$ cat config.mk
export PLATFORM = sky130hd
export DESIGN_NAME = video_linebuf
export DESIGN_NICKNAME = d
export VERILOG_FILES = /design/src/rtl/video_linebuf.sv
export SDC_FILE = /design/constraint.sdc
export NUM_CORES = 2
export LEC_CHECK = 0
export CAP_MARGIN = 15
export CORE_ASPECT_RATIO = 1.5
export CORE_UTILIZATION = 35
export CTS_CLUSTER_DIAMETER = 30
export DETAILED_ROUTE_END_ITERATION = 10
export HOLD_SLACK_MARGIN = 0.03
export PLACE_DENSITY = 0.47
export REMOVE_ABC_BUFFERS = 1
export SETUP_SLACK_MARGIN = 0.4
export SLEW_MARGIN = 30
export SYNTH_ARGS = -nofsm -noshare
export SYNTH_HDL_FRONTEND = slang
export SYNTH_SLANG_ARGS = --single-unit
$ cat constraint.sdc
create_clock -name clk -period 16.44 [get_ports clk]
set_input_delay 3.288 -clock clk [delete_from_list [all_inputs] [get_ports clk]]
set_output_delay 3.288 -clock clk [all_outputs]
set_load 0.02 [all_outputs]
$ cat src/rtl/video_linebuf.sv
// Double-banked scanline buffer: renderer fills the back bank while the
// front bank is streamed out through a two-stage display pipeline.
module video_linebuf (
    input  logic       clk,
    input  logic       reset,
    input  logic       next_line,
    input  logic       render_start,
    input  logic [4:0] backdrop,
    input  logic [7:0] hpos,
    input  logic       border,
    input  logic       blank,
    input  logic       wr_valid,
    output logic       wr_ready,
    input  logic [7:0] wr_x,
    input  logic [4:0] wr_data,
    input  logic       wr_done,
    input  logic       underrun_clr,
    output logic [4:0] pix_color,
    output logic       pix_blank,
    output logic       underrun
);

    typedef enum logic [1:0] {
        IDLE,
        CLEAR,
        WRITE,
        DONE
    } state_t;

    state_t     state;
    state_t     state_nx;
    logic [7:0] cnt;
    logic [7:0] cnt_nx;
    logic       front_sel;

    logic [4:0] bank0 [256];
    logic [4:0] bank1 [256];

    logic       we;
    logic [7:0] waddr;
    logic [4:0] wdata;

    logic [7:0] hpos_q;
    logic       border_q;
    logic       blank_q;
    logic       sel_q;

    always_comb begin
        state_nx = state;
        cnt_nx   = cnt;
        we       = 1'b0;
        waddr    = cnt;
        wdata    = backdrop;
        wr_ready = 1'b0;
        unique case (state)
            IDLE: begin
                if (render_start) begin
                    state_nx = CLEAR;
                    cnt_nx   = 8'd0;
                end
            end
            CLEAR: begin
                we     = 1'b1;
                cnt_nx = cnt + 8'd1;
                if (cnt == 8'd255)
                    state_nx = WRITE;
            end
            WRITE: begin
                wr_ready = 1'b1;
                we       = wr_valid;
                waddr    = wr_x;
                wdata    = wr_data;
                if (wr_done)
                    state_nx = DONE;
            end
            DONE: begin
            end
        endcase
        // Line swap always wins: the build is abandoned for this line.
        if (next_line)
            state_nx = IDLE;
        if (reset)
            we = 1'b0;
    end

    always_ff @(posedge clk) begin
        if (reset) begin
            state     <= IDLE;
            cnt       <= 8'd0;
            front_sel <= 1'b0;
            underrun  <= 1'b0;
        end else begin
            state <= state_nx;
            cnt   <= cnt_nx;
            if (next_line)
                front_sel <= ~front_sel;
            if (next_line && state == CLEAR)
                underrun <= 1'b1;
            else if (underrun_clr)
                underrun <= 1'b0;
        end
    end

    // Writes always land in the back bank (the one not selected as front).
    always_ff @(posedge clk) begin
        if (we) begin
            if (front_sel)
                bank0[waddr] <= wdata;
            else
                bank1[waddr] <= wdata;
        end
    end

    always_ff @(posedge clk) begin
        if (reset) begin
            hpos_q    <= 8'd0;
            border_q  <= 1'b0;
            blank_q   <= 1'b1;
            sel_q     <= 1'b0;
            pix_color <= 5'd0;
            pix_blank <= 1'b1;
        end else begin
            hpos_q    <= hpos;
            border_q  <= border;
            blank_q   <= blank;
            sel_q     <= front_sel;
            pix_blank <= blank_q;
            if (blank_q)
                pix_color <= 5'd0;
            else if (border_q)
                pix_color <= backdrop;
            else if (sel_q)
                pix_color <= bank1[hpos_q];
            else
                pix_color <= bank0[hpos_q];
        end
    end

endmodule

Yosys cells after proc, flatten, opt, wreduce, memory -nomap -nowiden
Memories as Yosys holds them, arrays and structs flattened. A register that Yosys moved wholly into a read port is not among the register bits.
Cells that the tools add are included.
Widths: inputs -> output; s select.
{"block": "classes", "n_addsub": 1, "mul": 0, "div_mod_pow": 0, "magnitude_cmp": 0, "n_eq_ne": 6, "shift": 0, "muxes": 23, "n_bitwise": 1, "reduce_logical": 9}
{"cell": "$mux 8", "count": 4}
{"cell": "$pmux 8 s2", "count": 1}
{"cell": "$mux 5", "count": 3}
{"cell": "$mux 1", "count": 10}
{"cell": "$add 8x1->8 const B", "count": 1}
{"cell": "$eq 8x8->1 const B", "count": 1}
{"cell": "$mux 2", "count": 3}
{"cell": "$ne 2x2->1 const B", "count": 3}
{"cell": "$pmux 2 s3", "count": 1}
{"cell": "$reduce_and 4->1", "count": 1}
{"cell": "$reduce_bool 2->1", "count": 2}
{"cell": "$reduce_or 2->1", "count": 2}
{"cell": "$reduce_bool 3->1", "count": 1}
{"cell": "$eq 2x1->1 const B", "count": 1}
{"cell": "$eq 2x2->1 const B", "count": 1}
{"cell": "$logic_not 2->1", "count": 1}
{"cell": "$pmux 1 s2", "count": 1}
{"cell": "$reduce_and 2->1", "count": 1}
{"cell": "$logic_and 1x1->1", "count": 1}
{"cell": "$not 1->1", "count": 1}
{"block": "totals", "ff_bits": 21, "latch_bits": 0, "mem_bits_rw": 2560, "mem_bits_ro": 0, "in_bits": 35, "out_inout_bits": 8, "elab_cells": 51, "memories": 2}
{"memory": "bank0", "words": 256, "width": 5, "read_ports": 1, "rd_clocked_by_memory_dff": 1, "write_ports": 1, "line_no": "36", "rtl": "logic [4:0] bank0 [256];"}
{"memory": "bank1", "words": 256, "width": 5, "read_ports": 1, "rd_clocked_by_memory_dff": 1, "write_ports": 1, "line_no": "37", "rtl": "logic [4:0] bank1 [256];"}

Depth between registers and ports, before layout
{"block": "logic_depth", "depth_word": 5, "mapped_depth": 13, "depth_no_buf": 8}

Least setup slack after synthesis
No wires, ideal clock.
{"block": "synth_timing", "path_type": "input to register", "from": "input port wr_data[0]", "to": "memory bank0[0][0], data pin", "setup_time_ns": 0.912, "t_arrival_ns": 6.834, "required_time_ns": 15.528, "setup_slack_ns": 8.694, "stages": 1, "path_cell_list": "mux2_2"}
{"block": "synth_between", "elab_chain_len": 1}
{"item": "start, declared", "line_no": "15", "rtl": "input logic [4:0] wr_data,"}
{"item": "$mux 5", "line_no": "55", "rtl": "unique case (state)"}
{"item": "end, declared", "line_no": "36"}
No other way between the ends.

Worst setup path in the final report
{"block": "layout_timing", "from": "input port backdrop[3]", "to": "memory bank1[158][3], data pin"}
{"block": "layout_between", "elab_chain_len": 1}
{"item": "start, declared", "line_no": "8", "rtl": "input logic [4:0] backdrop,"}
{"item": "$mux 5", "line_no": "55"}
{"item": "net wdata[3]", "line_no": "41", "rtl": "logic [4:0] wdata;"}
{"item": "end, declared", "line_no": "37"}
The timed path passes the listed nets, and every way through them passes these cells.

==> results <==
- The flow ran to the end, and the final reports show no timing, DRC or antenna violations.
- The kind of cell with the highest combined delay along the critical path is buffers and inverters.
- The number of distinct standard cells referenced by the synthesized netlist is 60.
- The core outline area is 287000 sq um.
- Of all flip-flops after synthesis, the portion carrying an async set or reset was 0.
- The last weighted congestion value of the routability-driven placer is approximately 0.80.
- The first TritonRoute pass finished after 5 iterations.
- The TritonCTS sink count is about 2.6k.
- The final antenna-violating net count is 0.
- The most common cell in the synthesized netlist is edfxtp_1.
- For the worst setup path, the data arrival time is 6.97 ns.
- In the routed design, unresolved DRC markers number 0.
- The buffers plus inverters on the worst setup path is 4.
- Max-cap violations in this run came to 0.
- The die covers 291000 sq um.
- The instance area at placement is between 100000 and 150000 sq um.
- In this run the tool buffered the top-level ports with 42 buffer cells.
- The largest driver fanout on the critical path is 87.
- The worst setup path is launched from an input pin.
- After synthesis, the cell types taking the most area are edfxtp_1 76%, mux4_2 13%, nor2_1 2.0%, mux2i_1 1.6%, dfxtp_1 0.57%.
- The transition time of the tightest slew-check pin is 1.03 ns.
- The via count normalized by instance count is 5.37.
- The initial antenna violation count came to 10.
- The number of levels in the clock H-tree is 5.
- The kind of end point of the critical path is a flip-flop.
- The die span in y is between 600 and 700 um.
- The worst-case IR drop observed on VDD is 0.0000917 V.
- The CTS tree is yes.
- Sorting the synthesized cells by how often they occur yields 2560 x edfxtp_1, 604 x mux4_2, 551 x nor2_1.
- In this run the core area contains around 240 standard-cell rows.
- The Yosys warning count is 0.
- After synthesis the cells add up to between 100000 and 150000 sq um.
- The first global-routing pass estimated 411000 um of wire.
- The detailed-route via count is between 50k and 60k.
- Across every metal layer, demand over resource in global routing totals 0.200.
- For this design, the slowest cell found on the critical path is buf_4.
- Subtracting the final worst setup slack from the clock period gives around 6.4 ns.
- The post-detailed-route wirelength per cell is 31.0 um.
- For this design, the CTS-stage hold fixing added 0 buffers.
- The number of setup buffers added after CTS is 0.
- The number of enable-type register cells in the synthesized netlist is roughly 2.6k.
- The number of hold violations in the final report was 0.
- The synthesized design spends more area on one cell type than any other, namely edfxtp_1.
- The total power divided by cell area is 141 nW/um^2.
- Dividing the final minimum period by the clock period gives 0.391.
- The total instance count after detailed placement is 8593.
- The overall die width is 441 um.
- Gates resized during post-CTS repair numbered 0.
- For this run, the post-layout net count is ~5.3k.
- The global-route congestion overflow total is 0.
- The count of mapped cells out of synthesis is 4961.
- The proportion of layout cells with a drive suffix above 1 is 0.280.
- The total length of routed wires is 291000 um.
- The leading register cell type out of synthesis is edfxtp_1.
- On the worst path, the slowest cell contributes a delay of roughly 0.82 ns.
- In the final timing run, aggregate negative setup slack is 0 ns.
- The data required time at the worst endpoint is 16.98 ns.
- Setup violations remaining at the end of the flow were counted as 0.
- The detailed placer's ending HPWL is about 180000 um.
- The later pin in the worst-skew pair is clocked with a latency of 0.90 ns.
- The cell chosen for the clock root is clkbuf_16.
- In this run, synthesis produced a sequential element count of about 2.6k.
- The upper clock frequency limit is 155 MHz.
- The number of top-level pins is 43.
- The clock arrives with around 0.052 ns of skew.
- The via count of the first global-routing pass came to 54.5k.
- The synthesized area per cell is 20.4 sq um.
- Summing all non-filler instances in the final layout gives an area of 121000 sq um.
- After the first detailed-routing iteration, the DRC count stood at around 4k.
- Excluding fillers, the count of instances in the completed layout stands at roughly 9.4k.
- Walking the worst path, the cells encountered are clkdlybuf4s50_1 -> mux2_8 -> buf_4 -> buf_4 -> buf_4.
- After clock tree synthesis, the clock-pin slew on the worst setup and hold paths is 0.05 ns.
- The most common cell type on the critical path is buf_4.
- The number of pins exceeding their max-slew limit in the final report is 0.
- Headroom to the max-slew limit came out at 0.311.
- Entering global routing, the biggest net connects 189 pins.
- Clock tree synthesis inserted a total of 429 buffers.
- Setup repair after global routing left no endpoint under its margin.
- For this design the static power due to leakage is 0.0372 uW.
- Hold timing on the final database bottoms out at a slack of about 0.46 ns.
- The class of the most critical setup path is input pin to flip-flop.
- Counting along the longest clock path gives a buffer depth of 4.
- From synthesis to final layout, the design area changed by 19.9%.
- For this run, the register share of the synthesized area comes to 0.765.
- The tightest min-delay check is of the flip-flop to flip-flop type.
- The initial utilization of the core area, before any placement, comes to 0.352.
- The area share of the largest cell type after synthesis is 0.759.
==> worst paths after layout <==
check	start	slack [ns]	cells after the start	endpoint
worst min register to register	underrun$_SDFFE_PP0P_	0.46	2	underrun$_SDFFE_PP0P_
worst max register to register	flip-flop	10.26	11	pix_color[4]$_SDFF_PP0_
worst min-delay path	underrun$_SDFFE_PP0P_	0.46	2	underrun$_SDFFE_PP0P_
worst max-delay path	backdrop[3]	10.01	5	bank1[158][3]$_DFFE_PP_
==> flip-flops by register name, summed over array words and instances (netlist names), named ones only <==
name,flops
cnt,8
blank_q,1
border_q,1
pix_color,5
underrun,1
bank0,1280
bank1,1280
state,2
pix_blank,1
front_sel,1
sel_q,1
==> kinds of logic (layout without fill, tap and decap cells) <==
logic type	count (synthesis)	after routing	share of synthesized area
AOI/OAI and AO/OA	412	412	0.0304
xor gates and xnor gates	6	6	0.000519
adders and majority gates	6	6	0.000742
buffers and inverters	325	984	0.0163
DFF	2589	2589	0.765
muxes	790	790	0.153
other	0	8	0
and+or+nand+nor	833	833	0.0338
==> stage by stage <==
| step | setup WS, ns | total power, uW | utilization |
|---|---|---|---|
| 6_report | 10.01 | 17100 | 0.422 |
| 5_1_grt | 9.81 | 17500 | 0.422 |
| 4_1_cts | 9.85 | 17200 | 0.422 |
| 3_5_place_dp | 9.21 | 8110 | 0.370 |
| 3_3_place_gp | 9.31 | 8100 | 0.370 |
| 2_1_floorplan | -12.09 | 8160 | - |
==> cell type report <==
cell class / count / area, sq um
diodes: 8 / 20.0
clock buffers: 467 / 11100
inverters: 24 / 92.6
well taps: 3766 / 4710
clock inverters: 325 / 3730
multi-input cells: 2047 / 22700
flip-flops and latches: 2589 / 77500
fillers: 25100 / 166000
repair buffers: 168 / 1510
==> tightest hold or removal path, delay by kind of cell (launching register included) <==
family	cells	cell delay (ns)
AO/OA/AOI/OAI	1	0.05
flip-flops	1	0.30
AND/OR/NAND/NOR	1	0.06
==> routing by layer <==
metal	vias to the layer above	share of wire	global-route usage
met5	-	0.000079	0
met4	4	0.037	0.0752
met3	499	0.045	0.0300
met2	1402	0.54	0.361
met1	27100	0.38	0.237
li1	21400	-	-
==> cells in the final DEF (no fill, tap or decap), types with 8 or more instances in the layout <==
master / count
mux2i_1: 165
mux4_2: 604
mux2_2: 15
a211oi_1: 8
nand2_1: 110
inv_8: 16
clkdlybuf4s50_1: 42
nor2_1: 546
clkinv_2: 51
clkinvlp_4: 66
clkbuf_1: 25
nand2_2: 10
dfxtp_1: 23
nand2b_1: 14
clkbuf_16: 439
nand3_2: 13
nand3_1: 37
clkinv_1: 31
a22o_1: 34
a22oi_1: 71
inv_1: 19
edfxtp_1: 2560
o21ai_0: 11
bufinv_16: 55
a21oi_1: 66
nor4_1: 9
buf_12: 8
inv_6: 57
buf_4: 112
a221oi_1: 29
o221ai_1: 62
diode_2: 8
o22ai_1: 54
clkinv_4: 42
nor2b_1: 15
nand4_1: 8
o32ai_1: 8
nor3_1: 31
==> power breakdown <==
part           leakage, uW  switching [uW]  internal, uW
clock              0.00710            3310          5820
sequential          0.0232            13.6          7280
combinational      0.00685             442           223
total               0.0372            3760         13300
No activity file was read; power rests on OpenSTA's default activity.
